`src/rtl/ramen_pkg.sv`:
```
// ramen_pkg: stock, recipe and price tables plus FSM encoding for ramen_shop_multi.
// LOW_THRESH_PCT is only consumed when LOW_STOCK_EN is defined.
package ramen_pkg;

    localparam int RAMEN_TYPES    = 4;
    localparam int RAMEN_INGS     = 5;
    localparam int INV_BITS       = 16;
    localparam int PRICE_W        = 10;
    localparam int LOW_THRESH_PCT = 10;

    localparam int ING_NOODLE   = 0;
    localparam int ING_BROTH    = 1;
    localparam int ING_TONKOTSU = 2;
    localparam int ING_MISO     = 3;
    localparam int ING_SOY      = 4;

    typedef logic [INV_BITS-1:0] inv_t;
    typedef logic [PRICE_W-1:0]  price_t;

    localparam inv_t INIT_STOCK [RAMEN_INGS] = '{
        16'd12000, 16'd41000, 16'd9000, 16'd1000, 16'd9000
    };

    // usage by [type][portion][ingredient]; portion 1 is the large bowl
    localparam inv_t RECIPE [RAMEN_TYPES][2][RAMEN_INGS] = '{
        '{'{16'd100, 16'd300, 16'd150, 16'd0,  16'd0},
          '{16'd150, 16'd500, 16'd200, 16'd0,  16'd0}},
        '{'{16'd100, 16'd300, 16'd0,   16'd0,  16'd30},
          '{16'd150, 16'd500, 16'd0,   16'd0,  16'd50}},
        '{'{16'd100, 16'd300, 16'd0,   16'd30, 16'd0},
          '{16'd150, 16'd500, 16'd0,   16'd50, 16'd0}},
        '{'{16'd100, 16'd300, 16'd0,   16'd0,  16'd0},
          '{16'd150, 16'd500, 16'd0,   16'd0,  16'd0}}
    };

    localparam price_t PRICE [RAMEN_TYPES] = '{
        10'd200, 10'd180, 10'd200, 10'd150
    };

    typedef enum logic [2:0] {
        IDLE, LOOKUP, CHECK, REPORT, SUMMARY
    } state_t;

endpackage

```
`src/rtl/ramen_shop_multi_stock_check.sv`:
```
// ramen_stock_check: one ingredient lane - sufficiency compare, deduct, saturating restock.
// Low-stock flag is built only with LOW_STOCK_EN defined.
module ramen_stock_check
    import ramen_pkg::*;
#(
    parameter int              INV_W = 16,
    parameter logic [INV_W-1:0] INIT = '0
) (
    input  logic             clk,
    input  logic             rst,
    input  logic [INV_W-1:0] usage,
    input  logic             deduct,
    input  logic             reload,
    input  logic             restock_en,
    input  logic [INV_W-1:0] restock_amt,
    output logic             ok,
    output logic             low
);

    logic [INV_W-1:0] inv_q;
    logic [INV_W:0]   sum;

    assign ok = (inv_q >= usage);

    // deduct only happens when inv_q >= usage, so sum never underflows
    always_comb begin
        sum = {1'b0, inv_q};
        if (restock_en) sum = sum + {1'b0, restock_amt};
        if (deduct) sum = sum - {1'b0, usage};
    end

    always_ff @(posedge clk or posedge rst) begin
        if (rst) begin
            inv_q <= INIT;
        end else if (reload) begin
            inv_q <= INIT;
        end else begin
            inv_q <= sum[INV_W] ? '1 : sum[INV_W-1:0];
        end
    end

`ifdef LOW_STOCK_EN
    localparam logic [INV_W-1:0] THRESH =
        INV_W'(32'(INIT) * LOW_THRESH_PCT / 100);

    always_ff @(posedge clk or posedge rst) begin
        if (rst) low <= 1'b0;
        else     low <= (inv_q < THRESH);
    end
`else
    assign low = 1'b0;
`endif

endmodule

```
`src/rtl/ramen_shop_multi.sv`:
```
// ramen_shop_multi: handshake order processor over NUM_ING stock lanes with day-end totals.
// Optional low-stock flags via macro LOW_STOCK_EN.
module ramen_shop_multi
    import ramen_pkg::*;
#(
    parameter int NUM_TYPE = RAMEN_TYPES,
    parameter int NUM_ING  = RAMEN_INGS,
    parameter int CNT_W    = 7,
    parameter int GAIN_W   = 15,
    parameter int INV_W    = INV_BITS
) (
    input  logic                        clk,
    input  logic                        rst,
    input  logic                        in_valid,
    output logic                        in_ready,
    input  logic                        selling,
    input  logic                        portion,
    input  logic [$clog2(NUM_TYPE)-1:0] ramen_type,
    input  logic                        restock_valid,
    input  logic [$clog2(NUM_ING)-1:0]  restock_ing,
    input  logic [INV_W-1:0]            restock_amt,
    output logic                        out_valid_order,
    output logic                        success,
    output logic                        out_valid_tot,
    output logic [NUM_TYPE*CNT_W-1:0]   sold_num,
    output logic [GAIN_W-1:0]           total_gain,
    output logic [NUM_ING-1:0]          low_stock
);

    localparam int TYPE_W = $clog2(NUM_TYPE);
    localparam int ING_W  = $clog2(NUM_ING);

    state_t              state_q, state_d;
    logic                selling_q, portion_q, success_q;
    logic [TYPE_W-1:0]   type_q;
    logic [INV_W-1:0]    usage_q [NUM_ING];
    price_t              price_q;
    logic [CNT_W-1:0]    sold_q [NUM_TYPE];
    logic [GAIN_W-1:0]   gain_q;
    logic [GAIN_W:0]     gain_sum;
    logic [NUM_ING-1:0]  ok;
    logic                all_ok, deduct, reload;

    assign all_ok   = &ok;
    assign deduct   = (state_q == CHECK) && all_ok;
    assign reload   = (state_q == SUMMARY);
    assign gain_sum = {1'b0, gain_q} + (GAIN_W+1)'(price_q);

    for (genvar i = 0; i < NUM_ING; i++) begin : g_lane
        ramen_stock_check #(
            .INV_W (INV_W),
            .INIT  (INV_W'(INIT_STOCK[i]))
        ) u_lane (
            .clk         (clk),
            .rst         (rst),
            .usage       (usage_q[i]),
            .deduct      (deduct),
            .reload      (reload),
            .restock_en  (restock_valid && !reload &&
                          (restock_ing == ING_W'(i))),
            .restock_amt (restock_amt),
            .ok          (ok[i]),
            .low         (low_stock[i])
        );
    end

    always_comb begin
        state_d = state_q;
        unique case (state_q)
            IDLE:    if (in_valid) state_d = LOOKUP;
            LOOKUP:  state_d = CHECK;
            CHECK:   state_d = REPORT;
            REPORT:  state_d = selling_q ? IDLE : SUMMARY;
            SUMMARY: state_d = IDLE;
            default: state_d = IDLE;
        endcase
    end

    assign in_ready        = (state_q == IDLE);
    assign out_valid_order = (state_q == REPORT);
    assign success         = out_valid_order && success_q;
    assign out_valid_tot   = reload;
    assign total_gain      = reload ? gain_q : '0;

    always_comb begin
        sold_num = '0;
        if (reload) begin
            for (int t = 0; t < NUM_TYPE; t++) begin
                sold_num[(NUM_TYPE-1-t)*CNT_W +: CNT_W] = sold_q[t];
            end
        end
    end

    always_ff @(posedge clk or posedge rst) begin
        if (rst) begin
            state_q   <= IDLE;
            selling_q <= 1'b0;
            portion_q <= 1'b0;
            type_q    <= '0;
            price_q   <= '0;
            success_q <= 1'b0;
            gain_q    <= '0;
            for (int i = 0; i < NUM_ING; i++) usage_q[i] <= '0;
            for (int t = 0; t < NUM_TYPE; t++) sold_q[t] <= '0;
        end else begin
            state_q <= state_d;
            if (state_q == IDLE && in_valid) begin
                selling_q <= selling;
                portion_q <= portion;
                type_q    <= ramen_type;
            end
            if (state_q == LOOKUP) begin
                for (int i = 0; i < NUM_ING; i++) begin
                    usage_q[i] <= INV_W'(RECIPE[type_q][portion_q][i]);
                end
                price_q <= PRICE[type_q];
            end
            if (state_q == CHECK) begin
                success_q <= all_ok;
                if (all_ok) begin
                    if (sold_q[type_q] != '1) begin
                        sold_q[type_q] <= sold_q[type_q] + 1'b1;
                    end
                    gain_q <= gain_sum[GAIN_W] ? '1 : gain_sum[GAIN_W-1:0];
                end
            end
            if (reload) begin
                gain_q <= '0;
                for (int t = 0; t < NUM_TYPE; t++) sold_q[t] <= '0;
            end
        end
    end

endmodule

```
`config.mk`:
```
export PLATFORM = sky130hd
export DESIGN_NAME = ramen_shop_multi
export DESIGN_NICKNAME = d
export VERILOG_FILES = /design/src/rtl/ramen_pkg.sv /design/src/rtl/ramen_shop_multi_stock_check.sv /design/src/rtl/ramen_shop_multi.sv
export SDC_FILE = /design/constraint.sdc
export NUM_CORES = 1
export LEC_CHECK = 0
export ABC_AREA = 1
export ABC_CLOCK_PERIOD_IN_PS = 7100
export CORE_UTILIZATION = 39
export DETAILED_ROUTE_END_ITERATION = 12
export PLACE_DENSITY = 0.66
export SYNTH_ARGS = -nofsm -noshare
export SYNTH_HDL_FRONTEND = slang
export SYNTH_SLANG_ARGS = --single-unit
```
`constraint.sdc`:
```
create_clock -name clk -period 7.1 [get_ports clk]
set_input_delay 1.775 -clock clk [delete_from_list [all_inputs] [get_ports clk]]
set_output_delay 1.775 -clock clk [all_outputs]
set_load 0.03 [all_outputs]
```
==> summary.md <==
| Metric | Value |
|---|---|
| Status | completed |
| Initial antenna violation count | 0 |
| Post-DR wirelength/cell | 15.5 um |
| Worst setup SP type | input port |
| Core region area | 37000 um^2 |
| Power Internal | 3.44 mW |
| DR pass1 iterations | 6 |
| Starting density of the core | 0.400 |
| Area growth syn-to-layout | 12.3% |
| Worst Max-Slew Pin Slew | 0.917 ns |
| Max_cap viols | 0 |
| Gate power share | 0.659 |
| CP Class | in -> reg |
| Share of cells above drive strength 1 | 0.0672 |
| Port buffer count | 73 |
| Syn. warnings | 0 |
| Post-synthesis average cell area | 6.54 um^2 |
| Sw Pwr | 3.73 mW |
| FMAX | 0.171 GHz |
| Largest net degree at the start of global routing | 98 |
| Number of synthesized flops with an enable pin | 0 |
| Yosys cell types | 56 |
| Via-to-Cell Ratio | 5.18 |
| RSZ-0062 raised after global routing | no |
| Pwr dens | 432 nW/um^2 |
| Period minus WS final | 5.86 ns |
| Async SR Flop Fraction | 1.00 |
| Static Leak | 8.29 nW |
| Sink Count | 146 |
| Crit path capture type | register |
| Yosys top cell by area | dfrtp_1 |
| Most used cell, CP | nand2_1 |
| DRT antenna net count | 0 |
| Root buffer cell | clkbuf_16 |
| # Post-CTS Setup Buffers | 0 |
| Clock network power share | 0.126 |
| CTS H-tree lvls | 4 |
| Crit path required time | 7.37 ns |
| CP Cell Sequence | clkdlybuf4s50_1 -> ha_1 -> inv_1 -> fa_1 -> inv_1 -> nand3_1 -> nand2_1 -> inv_1 -> or2_2 -> a21oi_1 -> ha_1 -> nand2_1 -> o21ai_0 -> a21oi_1 -> o21ai_0 -> nand2_1 -> nand2_1 -> nor3_2 -> nand3b_1 -> nand2_1 -> o311ai_0 |
| GPL Wtd Cong | 0.907 |
| Hold Fails Final Rpt | 0 |
| Die ar. | 38700 um^2 |
| Sw Share | 0.520 |
| CTS Buf Count | 17 |
| First-pass GRT wire length | 71100 um |
| Cell Area, Synth | 14800 um^2 |
| Clk slew on worst S/H paths | 0.07 ns |
| Worst hold path class | reg -> reg |
| Worst-path maximum fanout | 12 |
| Die X | 197 um |
| Yosys top cell area share | 0.202 |
| Final setup vio count | 0 |
| Critical path's slowest cell | clkdlybuf4s50_1 |
| Vias | 14.7k |
| VDD IR-drop max | 0.215 mV |
| Worst path max stage delay | 0.72 ns |
| Antenna Cells | 0 |
| Synth Instances | 2258 |
| Sequential element share of the synthesized area | 0.250 |
| Drt drc | 0 |
| Number of global-route vias before repair | 14.0k |
| Worst-Skew Late Latency | 0.45 ns |
| Die height | 197 um |
| TritonCTS clock tree | built |
| Synth cell count leaders | 618 x nand2_1, 337 x inv_1, 213 x nor2_1 |
| Clock buffer depth | 2 |
| Util after Layout | 0.449 |
| Nets | 2506 |
| Io pins | 79 |
| Final Routed Wirelength | 43900 um |
| Clock skew | 0.0162 ns |
| Max-slew violations | 0 |
| Synth Flop Type | dfrtp_1 |
| Final Cycle Share | 0.826 |
| Detailed placement HPWL | 33800 um |
| Ranking of synthesized cells by area | dfrtp_1 20%, nand2_1 16%, ha_1 12% |
| Setup tns final | 0 ns |
| Slew margin rel. | 0.387 |
| Post-CTS Hold Fix Bufs | 0 |
| Crit path arrival time | 6.13 ns |
| Most frequent cell after synthesis | nand2_1 |
| GRT Total Usage | 0.231 |
| Sequential cell fraction of total power | 0.215 |
| Synth Register Bits | 146 |
| Post-CTS sizing | 0 |
| Row Count | 70 |
| Grt total ovfl | 0 |
| DR iter-0 viols | 1035 |
## cell type report
class / count / area [um^2]
Fill cell: 3848 / 20400
Tap cell: 504 / 631
Clock buffer: 17 / 425
Timing Repair Buffer: 85 / 821
Inverter: 343 / 1290
Multi-Input combinational cell: 1729 / 9610
Clock inverter: 15 / 135
Sequential cell: 146 / 3690
## power by group through the flow
stage / Clock, mW / Sequential [mW] / Combinational [mW]
3_3_place_gp: 0 / 1.54 / 4.55
5_1_grt: 0.952 / 1.58 / 5.40
6_report: 0.901 / 1.54 / 4.73
3_5_place_dp: 0 / 1.55 / 4.66
4_1_cts: 0.915 / 1.53 / 4.69
2_1_floorplan: 0 / 1.43 / 3.68
## layout by cell type (no fill, tap or decap), drive strengths merged, types with 6 or more instances in the layout
master / instances
clkdlybuf4s50: 73
dfstp: 27
nand4: 31
xor2: 33
nand3: 160
clkbuf: 17
fa: 11
nand3b: 10
nor2: 218
nand2: 632
xnor2: 28
inv: 354
a31oi: 9
o22ai: 47
dfrtp: 119
o21ai: 131
buf: 12
nor3: 27
ha: 146
or2: 27
a21oi: 174
o21a: 6
## logic make-up (layout without fill, tap and decap cells)
group,count (synthesis),after routing,share of synthesized area
adders and majority gates,157,157,0.139
and+or+nand+nor,1113,1113,0.323
muxes,3,3,0.00220
DFF,146,146,0.250
AOI/OAI and AO/OA,390,390,0.148
buffers and inverters,387,460,0.102
xor gates and xnor gates,61,61,0.0362
other,1,5,0.000254
## flip-flops by register name, summed over array words and instances, names as in the netlist
signal and flops:
type_q 2, usage_q 11, portion_q 1, g_lane.u_lane.inv_q 80
gain_q 15, success_q 1, state_q 3, price_q 4
sold_q 28, selling_q 1
## final timing paths
| path | cells after the start | slack, ns | start | to |
|---|---|---|---|---|
| max in group asynchronous | 3 | 3.95 | rst | g_lane[0].u_lane.inv_q[3] |
| worst max-delay path | 21 | 1.24 | restock_amt[0] | g_lane[1].u_lane.inv_q[1] |
| worst max register to register | 21 | 2.24 | state_q[1] | g_lane[4].u_lane.inv_q[14] |
| worst min register to register | 1 | 0.43 | selling_q | state_q[2] |
| min in group asynchronous | 2 | 1.88 | rst | gain_q[10] |
| worst min-delay path | 1 | 0.43 | selling_q | state_q[2] |
## worst max-delay path: cells and delay by family
| kind | cells | cell delay (ns) |
|---|---|---|
| AO/OA/AOI/OAI | 5 | 0.82 |
| adder cells (fa/ha/maj) | 3 | 0.96 |
| buffers and inverters | 4 | 0.94 |
| AND/OR/NAND/NOR | 9 | 1.62 |
## stage by stage
stage / cells / worst slack (ns) / instance area [um^2] / power [mW] / hold WS (ns)
2_1_floorplan: 2262 / 1.45 / 14800 / 5.11 / 0.403
6_report: 2839 / 1.24 / 16600 / 7.17 / 0.433
5_1_grt: 2839 / 0.954 / 16600 / 7.93 / 0.473
3_3_place_gp: 2807 / 0.931 / 16000 / 6.09 / 0.414
3_5_place_dp: 2807 / 0.853 / 16000 / 6.21 / 0.419
4_1_cts: 2839 / 1.29 / 16600 / 7.14 / 0.429
## routing by layer
metal	global-route usage	wire, um	part of all wire	vias to the layer above
met5	0	0	0	-
met4	0.0741	1020	0.023	0
met1	0.321	21300	0.48	6824
met2	0.372	19400	0.44	368
met3	0.0284	2250	0.051	43
li1	-	-	-	7470
Note: power is estimated with default switching activity, not from simulation.
==> RTL change: new RTL, same settings <==
Add a define of `LOW_STOCK_EN`.
--- a/src/rtl/ramen_shop_multi_stock_check.sv
+++ b/src/rtl/ramen_shop_multi_stock_check.sv
@@ -2,2 +2,4 @@
 // Low-stock flag is built only with LOW_STOCK_EN defined.
+`define LOW_STOCK_EN
+
 module ramen_stock_check
Check against the original RTL: not settled (the Yosys comparison gave no result); the edit may change what the design does.
==> RTL change against the original RTL <==
  * Total power is 2.8% higher
  * Via count rose by 2.7%
  * Global-route usage shrank 0.59 points
  * Synthesized cell count is 2.9% higher
  * Die area is 4.5% higher
  * Synthesized area grew 4.6%
  * Utilization down 0.36 points
  * Sequential cell count up 5
  * Design area increased by 4.2%
  * Wire length up 1.7%
  * Critical path depth stayed put
  * Worst setup slack gained 410 ps
  * Cell count increased by 2.7%
  * Critical endpoint is now g_lane[1].u_lane.inv_q[11]
  * Largest cell class unchanged
==> RTL change: results (changes against the original RTL) <==
* Status: finished clean
* Setup crit start: restock_amt[1]
* Pre-antenna DRT Iters at 7 (+1)
* Maximum number of pins on one net before global-route repair at 114 (+16%)
* First-pass GRT wire length at 73100 um (+2.8%)
* Dpl cells at 2884 (+2.7%)
* Number of vias per cell at 5.18 (about the same)
* R2R Path End: g_lane[3].u_lane.inv_q[14]
* Main area contributors after synthesis: dfrtp_1 (20%), nand2_1 (15%), ha_1 (12%), inv_1 (8.4%), nor2_1 (5.4%)
* Detailed-route via count at 15109 (+2.7%)
* Critical path's top delay family: buffers and inverters
* Static Leak at 0.00855 uW (+3.1%)
* Layout cells sized above 1 at 0.0809 (+0.0137)
* Clock Skew at 16.2 ps (+0.0353 ps)
* Arr. time, crit path at 5780 ps (-350 ps)
* Post-synthesis mux area share at 0.00470 (+0.00249)
* Layout fillers at 3900 (+1.4%)
* Drt total wl at 44700 um (+1.7%)
* Synth top cells by count: nand2_1 (631), inv_1 (346), nor2_1 (221)
* DP HPWL at 33900 um (+0.16%)
* Worst-path maximum fanout at 10 (-2)
* GP Congestion at 0.929 (+2.3%)
* Synth unique cells at 61 (+8.9%)
* Post-synthesis compound-gate area fraction at 0.141 (-0.00672)
* Initial detailed-routing violation count at 1115 (+7.7%)
* Sequential-to-total area share from yosys stat at 0.247 (-0.00284)
* NumNets Final at 2569 (+2.5%)
* Reg2reg setup slack at 2410 ps (+170 ps)
* All-layer global routing usage at 0.225 (-0.00594)
* Mapped Cells at 2323 (+2.9%)
* Adder-cell area share of the yosys netlist at 0.132 (-0.00607)
* Synth Area in XOR/XNOR at 0.0340 (-0.00215)
-- RTL change: cell count changes in the layout (fill, tap and decap cells not counted), sizes merged, moves of 10 or more --
cell | unedited run | this run
a21oi | 174 | 158
nand2 | 632 | 647
nand3 | 160 | 170
nor2 | 218 | 249
o21ai | 131 | 155
o22ai | 47 | 18
-- RTL change: layout make-up --
type                       instances  share of cell area
clock buffer                      18              0.0248
multi-input combinational       1772               0.580
timing repair buffer              88              0.0495
tap                              518              0.0375
clock inverter                    14              0.0109
inverter                         355              0.0773
sequential                       151               0.220
-- RTL change: where the power goes --
| part | switching, uW | total (uW) | internal, uW |
|---|---|---|---|
| Combinational | 3010 | 4780 | 1770 |
| Sequential | 340 | 1600 | 1260 |
| Clock | 420 | 982 | 563 |
| Total | 3770 | 7370 | 3600 |
-- RTL change: kinds of logic after synthesis --
family | after synthesis
compound gates | 381
flops | 151
fa+ha+maj | 157
buf+inv | 400
xor+xnor | 60
mux | 7
simple gates | 1167
-- RTL change: how the worst max path moves through the flow --
stage                                       to  slack [ps]
floorplan            g_lane[0].u_lane.inv_q[0]        1300
global placement    g_lane[1].u_lane.inv_q[11]        1290
detailed placement  g_lane[1].u_lane.inv_q[11]        1230
CTS                 g_lane[1].u_lane.inv_q[11]        1680
global route        g_lane[1].u_lane.inv_q[11]        1210
finish              g_lane[1].u_lane.inv_q[11]        1650
-- RTL change: layer usage --
layer / track usage / routed length, um
met5: 0 / 0
met4: 0.0657 / 786
met3: 0.0307 / 2480
met2: 0.376 / 20300
met1: 0.302 / 21100
-- RTL change: worst register-to-register path, stage by stage, from the launching register on --
cell and delay (ps):
dfrtp_1 450, nor2_2 70, nand2_4 660, nand2_4 240, nor4_4 210, buf_4 330, inv_2 220, o21ai_0 390
inv_1 110, ha_1 190, a21oi_1 130, o31ai_1 120, nand2_1 90, nand2_1 50, a21oi_1 190, nand3_2 180
inv_2 110, nand2_2 70, nor2_2 100, nand3_1 90, nand2_2 360, a21oi_1 140
-- RTL change: metrics by stage --
stage / cell area [um^2] / total power (uW)
after floorplan: 15500 / 5270
after global placement: 16700 / 6200
after detailed placement: 16700 / 6320
after CTS: 17300 / 7340
after global routing: 17300 / 8180
final: 17300 / 7370
